## src/rtl/set_job_sched_pkg.sv

```systemverilog
// Shared definitions for the SET job scheduler: FSM states, job-word layout, timeout default.
package set_job_sched_pkg;

  localparam int TIMEOUT_CYC_DEF = 200;

  // Job word is {central, radius, mode}, mode in the LSBs.
  localparam int JOB_W       = 38;
  localparam int MODE_LSB    = 0;
  localparam int MODE_W      = 2;
  localparam int RADIUS_LSB  = 2;
  localparam int RADIUS_W    = 12;
  localparam int CENTRAL_LSB = 14;
  localparam int CENTRAL_W   = 24;

  localparam logic [1:0] ST_IDLE  = 2'd0;
  localparam logic [1:0] ST_ISSUE = 2'd1;
  localparam logic [1:0] ST_WAIT  = 2'd2;
  localparam logic [1:0] ST_RESP  = 2'd3;

endpackage

```

## src/rtl/set_job_sched_rr_arb2.sv

```systemverilog
// Two-way round-robin arbiter: combinational grant, last-grant pointer updated on upd_i.
module rr_arb2 (
  input  logic       clk,
  input  logic       rst,
  input  logic [1:0] req_i,
  input  logic       upd_i,
  output logic [1:0] gnt_o
);

  logic last_q, last_d;

  always_comb begin
    gnt_o = 2'b00;
    case (req_i)
      2'b01:   gnt_o = 2'b01;
      2'b10:   gnt_o = 2'b10;
      2'b11:   gnt_o = last_q ? 2'b01 : 2'b10;
      default: gnt_o = 2'b00;
    endcase
    last_d = last_q;
    if (upd_i) last_d = gnt_o[1];
  end

  // Pointer starts at requester 1 so requester 0 wins the first tie.
  always_ff @(posedge clk) begin
    if (rst) last_q <= 1'b1;
    else     last_q <= last_d;
  end

endmodule

```

## src/rtl/set_job_sched.sv

```systemverilog
// Accepts jobs from two requesters, issues one at a time to the SET engine,
// waits for its result or a timeout, and holds the response until consumed.
module set_job_sched
  import set_job_sched_pkg::*;
#(
  parameter int TIMEOUT_CYC = TIMEOUT_CYC_DEF,
  parameter int CNT_W       = 16
) (
  input  logic                 clk,
  input  logic                 rst,
  input  logic [1:0]           req_valid,
  output logic [1:0]           req_ready,
  input  logic [JOB_W-1:0]     req0_data,
  input  logic [JOB_W-1:0]     req1_data,
  output logic                 set_en,
  output logic [CENTRAL_W-1:0] set_central,
  output logic [RADIUS_W-1:0]  set_radius,
  output logic [MODE_W-1:0]    set_mode,
  input  logic                 set_busy,
  input  logic                 set_valid,
  input  logic [7:0]           set_candidate,
  output logic                 rsp_valid,
  input  logic                 rsp_ready,
  output logic                 rsp_id,
  output logic [7:0]           rsp_candidate,
  output logic                 rsp_timeout,
  output logic [CNT_W-1:0]     jobs_done
);

  localparam int TMR_W = ($clog2(TIMEOUT_CYC) > 8) ? $clog2(TIMEOUT_CYC) : 8;

  logic [1:0]           state_q, state_d;
  logic [TMR_W-1:0]     timer_q, timer_d;
  logic [CENTRAL_W-1:0] central_q, central_d;
  logic [RADIUS_W-1:0]  radius_q, radius_d;
  logic [MODE_W-1:0]    mode_q, mode_d;
  logic                 id_q, id_d;
  logic [7:0]           cand_q, cand_d;
  logic                 to_q, to_d;
  logic [CNT_W-1:0]     jobs_q, jobs_d;

  logic [1:0]       gnt;
  logic             idle_ok;
  logic             xfer;
  logic [JOB_W-1:0] job_dat;

  rr_arb2 u_arb (
    .clk   (clk),
    .rst   (rst),
    .req_i (req_valid),
    .upd_i (xfer),
    .gnt_o (gnt)
  );

  // Only offer a grant when the engine is quiet, so one job is ever in flight.
  assign idle_ok   = (state_q == ST_IDLE) && !set_busy && !set_valid && !rst;
  assign req_ready = idle_ok ? gnt : 2'b00;
  assign xfer      = |req_ready;
  assign job_dat   = req_ready[1] ? req1_data : req0_data;

  always_comb begin
    state_d   = state_q;
    timer_d   = timer_q;
    central_d = central_q;
    radius_d  = radius_q;
    mode_d    = mode_q;
    id_d      = id_q;
    cand_d    = cand_q;
    to_d      = to_q;
    jobs_d    = jobs_q;
    case (state_q)
      ST_IDLE: begin
        if (xfer) begin
          central_d = job_dat[CENTRAL_LSB +: CENTRAL_W];
          radius_d  = job_dat[RADIUS_LSB +: RADIUS_W];
          mode_d    = job_dat[MODE_LSB +: MODE_W];
          id_d      = req_ready[1];
          state_d   = ST_ISSUE;
        end
      end
      ST_ISSUE: begin
        timer_d = '0;
        state_d = ST_WAIT;
      end
      ST_WAIT: begin
        // A result in the last timeout cycle still wins over the abort.
        if (set_valid) begin
          cand_d  = set_candidate;
          to_d    = 1'b0;
          state_d = ST_RESP;
        end else if (timer_q == TMR_W'(TIMEOUT_CYC - 1)) begin
          cand_d  = 8'h00;
          to_d    = 1'b1;
          state_d = ST_RESP;
        end else begin
          timer_d = timer_q + TMR_W'(1);
        end
      end
      ST_RESP: begin
        if (rsp_ready) begin
          jobs_d  = jobs_q + CNT_W'(1);
          state_d = ST_IDLE;
        end
      end
      default: state_d = ST_IDLE;
    endcase
  end

  always_ff @(posedge clk) begin
    if (rst) begin
      state_q   <= ST_IDLE;
      timer_q   <= '0;
      central_q <= '0;
      radius_q  <= '0;
      mode_q    <= '0;
      id_q      <= 1'b0;
      cand_q    <= 8'h00;
      to_q      <= 1'b0;
      jobs_q    <= '0;
    end else begin
      state_q   <= state_d;
      timer_q   <= timer_d;
      central_q <= central_d;
      radius_q  <= radius_d;
      mode_q    <= mode_d;
      id_q      <= id_d;
      cand_q    <= cand_d;
      to_q      <= to_d;
      jobs_q    <= jobs_d;
    end
  end

  assign set_en        = (state_q == ST_ISSUE);
  assign set_central   = central_q;
  assign set_radius    = radius_q;
  assign set_mode      = mode_q;
  assign rsp_valid     = (state_q == ST_RESP);
  assign rsp_id        = id_q;
  assign rsp_candidate = cand_q;
  assign rsp_timeout   = to_q;
  assign jobs_done     = jobs_q;

endmodule

```

## config.mk

```make
export PLATFORM = sky130hd
export DESIGN_NAME = set_job_sched
export DESIGN_NICKNAME = d
export VERILOG_FILES = /design/src/rtl/set_job_sched_pkg.sv /design/src/rtl/set_job_sched_rr_arb2.sv /design/src/rtl/set_job_sched.sv
export SDC_FILE = /design/constraint.sdc
export NUM_CORES = 1
export LEC_CHECK = 0
export BUFFER_PORTS_ARGS = -buffer_cell sky130_fd_sc_hd__buf_2
export CORE_MARGIN = 2
export CORE_UTILIZATION = 46
export DETAILED_ROUTE_END_ITERATION = 10
export PLACE_DENSITY_LB_ADDON = 0.12
export SYNTH_ARGS = -nofsm -noshare
export SYNTH_HDL_FRONTEND = slang
export SYNTH_HIERARCHICAL = 1
export SYNTH_SLANG_ARGS = --single-unit
```

## constraint.sdc

```tcl
create_clock -name clk -period 2.2 [get_ports clk]
set_input_delay 0.11 -clock clk [delete_from_list [all_inputs] [get_ports clk]]
set_output_delay 0.11 -clock clk [all_outputs]
set_load 0.005 [all_outputs]
```

==> Yosys cells after proc, flatten, opt, wreduce, memory -nomap -nowiden <==
Cells that the tools add are included.
{ "word_totals": {"ff_bits": 75, "input_bits": 91, "output_inout_bits": 68, "wordCells": 55} }
{ "classes": {"n_addsub": 2, "eq_ne": 12, "muxes": 16, "n_reduce_logical": 15} }
{ "ops": {"columns": ["op", "n"], "rows": [
  ["$mux W38", 1],
  ["$mux W8", 4],
  ["$add A16 B1 Y16 const B", 1],
  ["$pmux W8 S2", 1],
  ["$mux W2", 6],
  ["$add A8 B1 Y8 const B", 1],
  ["$eq A2 B2 Y1 const B", 4],
  ["$eq A8 B8 Y1 const B", 1],
  ["$pmux W2 S4", 1],
  ["$pmux W2 S3", 1],
  ["$reduce_and A2 Y1", 3],
  ["$reduce_and A3 Y1", 2],
  ["$eq A2 B1 Y1 const B", 2],
  ["$ne A2 B1 Y1 const B", 2],
  ["$ne A2 B2 Y1 const B", 2],
  ["$reduce_bool A2 Y1", 2],
  ["$logic_and A1 B1 Y1", 3],
  ["$logic_not A1 Y1", 3],
  ["$ne A3 B3 Y1 const B", 1],
  ["$logic_not A2 Y1", 1],
  ["$mux W1", 2],
  ["$reduce_or A2 Y1", 1]
]} }

==> Depth between registers and ports, before layout <==
{ "logic_depth": {"word_depth": 8, "depth_mapped": 8, "depth_no_buf": 6} }

==> By module <==
The synthesis kept the hierarchy.
{ "modules_own_cells": {"columns": ["module", "instances", "cells_each", "area_per_inst_um2", "seq_area_each_um2"], "rows": [
  ["set_job_sched", 1, 349, 3250.6, 1481.4],
  ["rr_arb2", 1, 6, 53.8, 20.0]
]} }

==> Least setup slack after synthesis <==
OpenSTA, ideal clock, no wires.
{ "synth_path": {"path_kind": "register -> register", "start": "reg state_q[0]", "end": "reg u_arb.last_q", "setup_time_ns": 0.120, "arrival_time_ns": 1.852, "required_time_ns": 2.080, "path_slack_ns": 0.229, "path_stages_with_launch": 9, "path_buffers": 2, "period_less_slack_ns": 1.971, "path_cell_list": "dfxtp_1 > inv_1 > ha_1 > nor4b_1 > nor2b_1 > buf_2 > buf_2 > nor2b_1 > a211o_1"} }
{ "synth_via": {"elab_chain_cells": 6} }
{ "synth_rtl": {"columns": ["item", "line_no", "source"], "rows": [
  ["start: declaration", "set_job_sched.sv:32", "logic [1:0] state_q, state_d;"],
  ["start signal: assignment", "set_job_sched.sv:121", "state_q <= state_d;"],
  ["$logic_not A2 Y1", "set_job_sched.sv:56", "assign idle_ok = (state_q == ST_IDLE) && !set_busy && !set_valid && !rst;"],
  ["$logic_and A1 B1 Y1 (3 in a row)", "set_job_sched.sv:56", null],
  ["$mux W2", "set_job_sched.sv:57", "assign req_ready = idle_ok ? gnt : 2'b00;"],
  ["$reduce_or A2 Y1", "set_job_sched.sv:58", "assign xfer = |req_ready;"],
  ["net xfer", "set_job_sched.sv:44", "logic xfer;"],
  ["end signal: assignment", "set_job_sched_rr_arb2.sv:27", "else last_q <= last_d;"],
  ["end: declaration", "set_job_sched_rr_arb2.sv:10", "logic last_q, last_d;"]
]} }
The timed path passes the listed nets, and every way through them passes these cells.
A chain may end at the register's enable or synchronous reset.

==> Final worst setup path <==
{ "layout_path": {"start": "reg state_q[0]", "end": "reg jobs_q[15] (netlist: jobs_done[15])"} }
{ "layout_via": {"elab_chain_cells": 2} }
{ "layout_rtl": {"columns": ["item", "line_no", "source"], "rows": [
  ["$eq A2 B2 Y1", "set_job_sched.sv:71", "case (state_q)"],
  ["$reduce_and A2 Y1 (no line)", null, null],
  ["end signal: assignment", "set_job_sched.sv:129", "jobs_q <= jobs_d;"],
  ["end: declaration", "set_job_sched.sv:40", "logic [CNT_W-1:0] jobs_q, jobs_d;"]
]} }
No other way between the ends.

==> qor.yml <==
port_buffers: 158
ios: 159
rsz0062_at_grt: "no"
r2r_start: "state_q[0]"
cpPeakStageDelay_ps: 570
fill_cells: 596
dp_cells: 597
drtIter0Drc: 75
gr-total-overflow: 0
crit_arrival_ps: 2330
synth.distinct_cells: 46
r2r_setup_slack_ps: 160
reg2reg_depth: 5
critPathMaxFanout: 8
setup_slack_ps: 156
holdPathStages: 3
ys.flop_type: "dfxtp_1"
wire_per_inst_um: 13.4
vias: 3176
die_h_um: 88.8
synth_seq_cells: 75
multi_input_area_um2: 1700
cts_tree: "done"
irDropWorstVdd_uv: 358
yosysTopAreaCellShare_pct: 45.4
first_pass_iters: 4
setup-tns-final_ps: 0
synth_area_um2: 3300
hpwl_um: 5920
drive_above_1_share_pct: 36.2
crit_chain: "ha_1 > nand4_2 > or4_4 > or3_1 > a21oi_1"
synth_edf_count: 0
final_core_util_pct: 65.8
yosysWarnings: 6
reg2reg_to: "jobs_done[15]"
end_kind: "flop"
finalSetupViolCount: 0
synth_largest_area_cell: "dfxtp_1"
p_sw_mw: 0.740
outcome: "completed"
num_rows: 30
fin_area_um2: 4520
ys_seq_area_share_pct: 45.4
clkSinkCount: 75
grt_pass1_wl_um: 13100
worstSkewPairLatency_ps: 350
synthesis.nets: 453
dpl-instance-area_um2: 4220
relSlewSlack_pct: 57.5
clk_pin_slew_ps: 80
start_kind: "flop"
antennaDiodeCount: 0
clock_skew_ps: 8.37
grt_pass1_vias: 2909
power_mw: 2.99
fin_crit_ps: 2040
start_util_pct: 48.1
hold_path.class: "in2reg"
core_um2: 6870
dieArea_um2: 7880
viasPerCell: 5.11
p_leak_nw: 2.34
cts_max_level: 3
pre_cts_ws_ps: 163
synth.top_cells.by_area: "dfxtp_1 45%, mux2i_1 12%, a21oi_1 7.0%"
seqCellArea_um2: 1500
drc: 0
power.share.clock_pct: 38.6
whs_ps: 43.6
p_sw_share_pct: 24.8
grt_max_degree: 78
fin_cells: 621
cts_root_buf: "clkbuf_8"
comb_power_share_pct: 13.1
grt_usage_pct: 21.4
crit_required_ps: 2480
synth.avg_cell_area_um2: 9.31
whs_endpoint: "set_mode[1]"
antenna_found_initial: 0
cts_buffers: 9
crit_type: "reg2reg"
syn2layout_area_growth_pct: 36.8
cp_slowest_cell: "or4_4"
hold_violations: 0
wl_um: 8300
syn_inst: 355
fin_crit_sh_pct: 92.9
ant_nets: 0
tightestPinTransition_ps: 637
power_frac_seq_pct: 48.3
maxCapViolCount: 0
die_x_um: 88.8
min-delay-start: "req1_data[1]"
powerDensity_nw_per_um2: 661
p_int_mw: 2.25
fmax_mhz: 489
cts_buffer_depth: 2
critical_path.top_delay_family: "simple AND/OR/NAND/NOR gates"
gp_congestion: 0.827
path_buf_inv: 0
nets: 618
final_max_slew_viol_count: 0
async_flop_share_pct: 0
-- registers in the layout, summed over array words and instances (netlist names) --
register	cells
u_arb/last_q	1
rsp_candidate	8
set_radius	12
timer_q	8
jobs_done	16
state_q	2
rsp_timeout	1
set_central	24
rsp_id	1
set_mode	2
-- cells in the final DEF, fill, tap and decap left out, types with 10 or more instances in the layout --
cell	synthesis	layout
dfxtp_1	75	75
o21ai_0	45	45
xor2_1	12	12
a21oi_1	46	46
nand2_1	13	12
inv_1	10	10
buf_2	6	158
mux2i_1	39	39
nor2_1	18	18
-- synthesized netlist by cell type (2+ instances only) --
| library cell | n |
|---|---|
| nor2b_1 | 2 |
| or3_1 | 3 |
| buf_1 | 4 |
| o31a_1 | 3 |
| clkbuf_1 | 8 |
| a21oi_1 | 46 |
| nand4_1 | 7 |
| or4_1 | 3 |
| inv_1 | 10 |
| a21boi_0 | 2 |
| o211ai_1 | 2 |
| o21ai_0 | 45 |
| nand3_1 | 9 |
| ha_1 | 7 |
| nor4_1 | 2 |
| dfxtp_1 | 75 |
| o21a_1 | 2 |
| and2_1 | 2 |
| a22o_1 | 8 |
| mux2i_1 | 39 |
| xnor2_1 | 3 |
| nand2_1 | 13 |
| and3_1 | 4 |
| nor2_1 | 18 |
| buf_2 | 6 |
| xor2_1 | 12 |
-- power by group through the flow --
stage	combinational, mW	sequential, mW	clock, mW
after global placement	0.373	1.47	0
final	0.392	1.44	1.15
after global routing	0.439	1.45	1.24
after detailed placement	0.383	1.47	0
after floorplan	0.196	1.48	0
after CTS	0.394	1.44	1.18
-- per-layer routing --
| metal | part of all wire [%] | track usage (%) |
|---|---|---|
| met5 | 0 | 0 |
| met4 | 1.0 | 5.37 |
| met3 | 6.6 | 8.30 |
| met2 | 50 | 37.4 |
| met1 | 43 | 24.3 |
-- worst max-delay path by stage --
| stage | from | endpoint | slack (ps) | depth (start not counted) |
|---|---|---|---|---|
| finish | state_q[0] | jobs_done[15] | 160 | 5 |
| detailed placement | state_q[1] | jobs_done[15] | 160 | 5 |
| global placement | state_q[0] | jobs_done[15] | 210 | 5 |
| CTS | state_q[0] | req_ready[1] | 70 | 7 |
| global route | state_q[1] | jobs_done[15] | 30 | 5 |
| floorplan | state_q[0] | u_arb/last_q | 230 | 8 |
-- repair_timing --
item,in CTS,in global routing
buffers inserted,0,0
hold endpoints to repair,8,0
gates resized for setup,0,1
hold buffers,8,0
endpoints found under the setup margin,0,6
-- logic make-up (layout without fill, tap and decap cells) --
| kind of cell | count (synthesis) | count (layout) | share of synthesized area, % |
|---|---|---|---|
| XOR/XNOR | 15 | 15 | 3.98 |
| adder cells (fa/ha/maj) | 7 | 7 | 2.65 |
| AO/OA/AOI/OAI | 118 | 118 | 20.6 |
| flip-flops | 75 | 75 | 45.4 |
| AND/OR/NAND/NOR | 72 | 72 | 11.8 |
| buffers and inverters | 29 | 199 | 3.75 |
| multiplexers | 39 | 39 | 11.8 |
-- tightest hold or removal path, cell delays in order --
cell,delay [ps]
buf_2,70
mux2i_1,50
a21oi_1,120
-- layout make-up --
class,count,share of cell area (%)
multi-input combinational,251,37.5
clock buffer,10,2.82
sequential,75,33.2
inverter,10,0.830
tap,96,2.66
clock inverter,6,1.99
timing repair buffer,173,21.0
No activity file was read; power rests on OpenSTA's default activity.
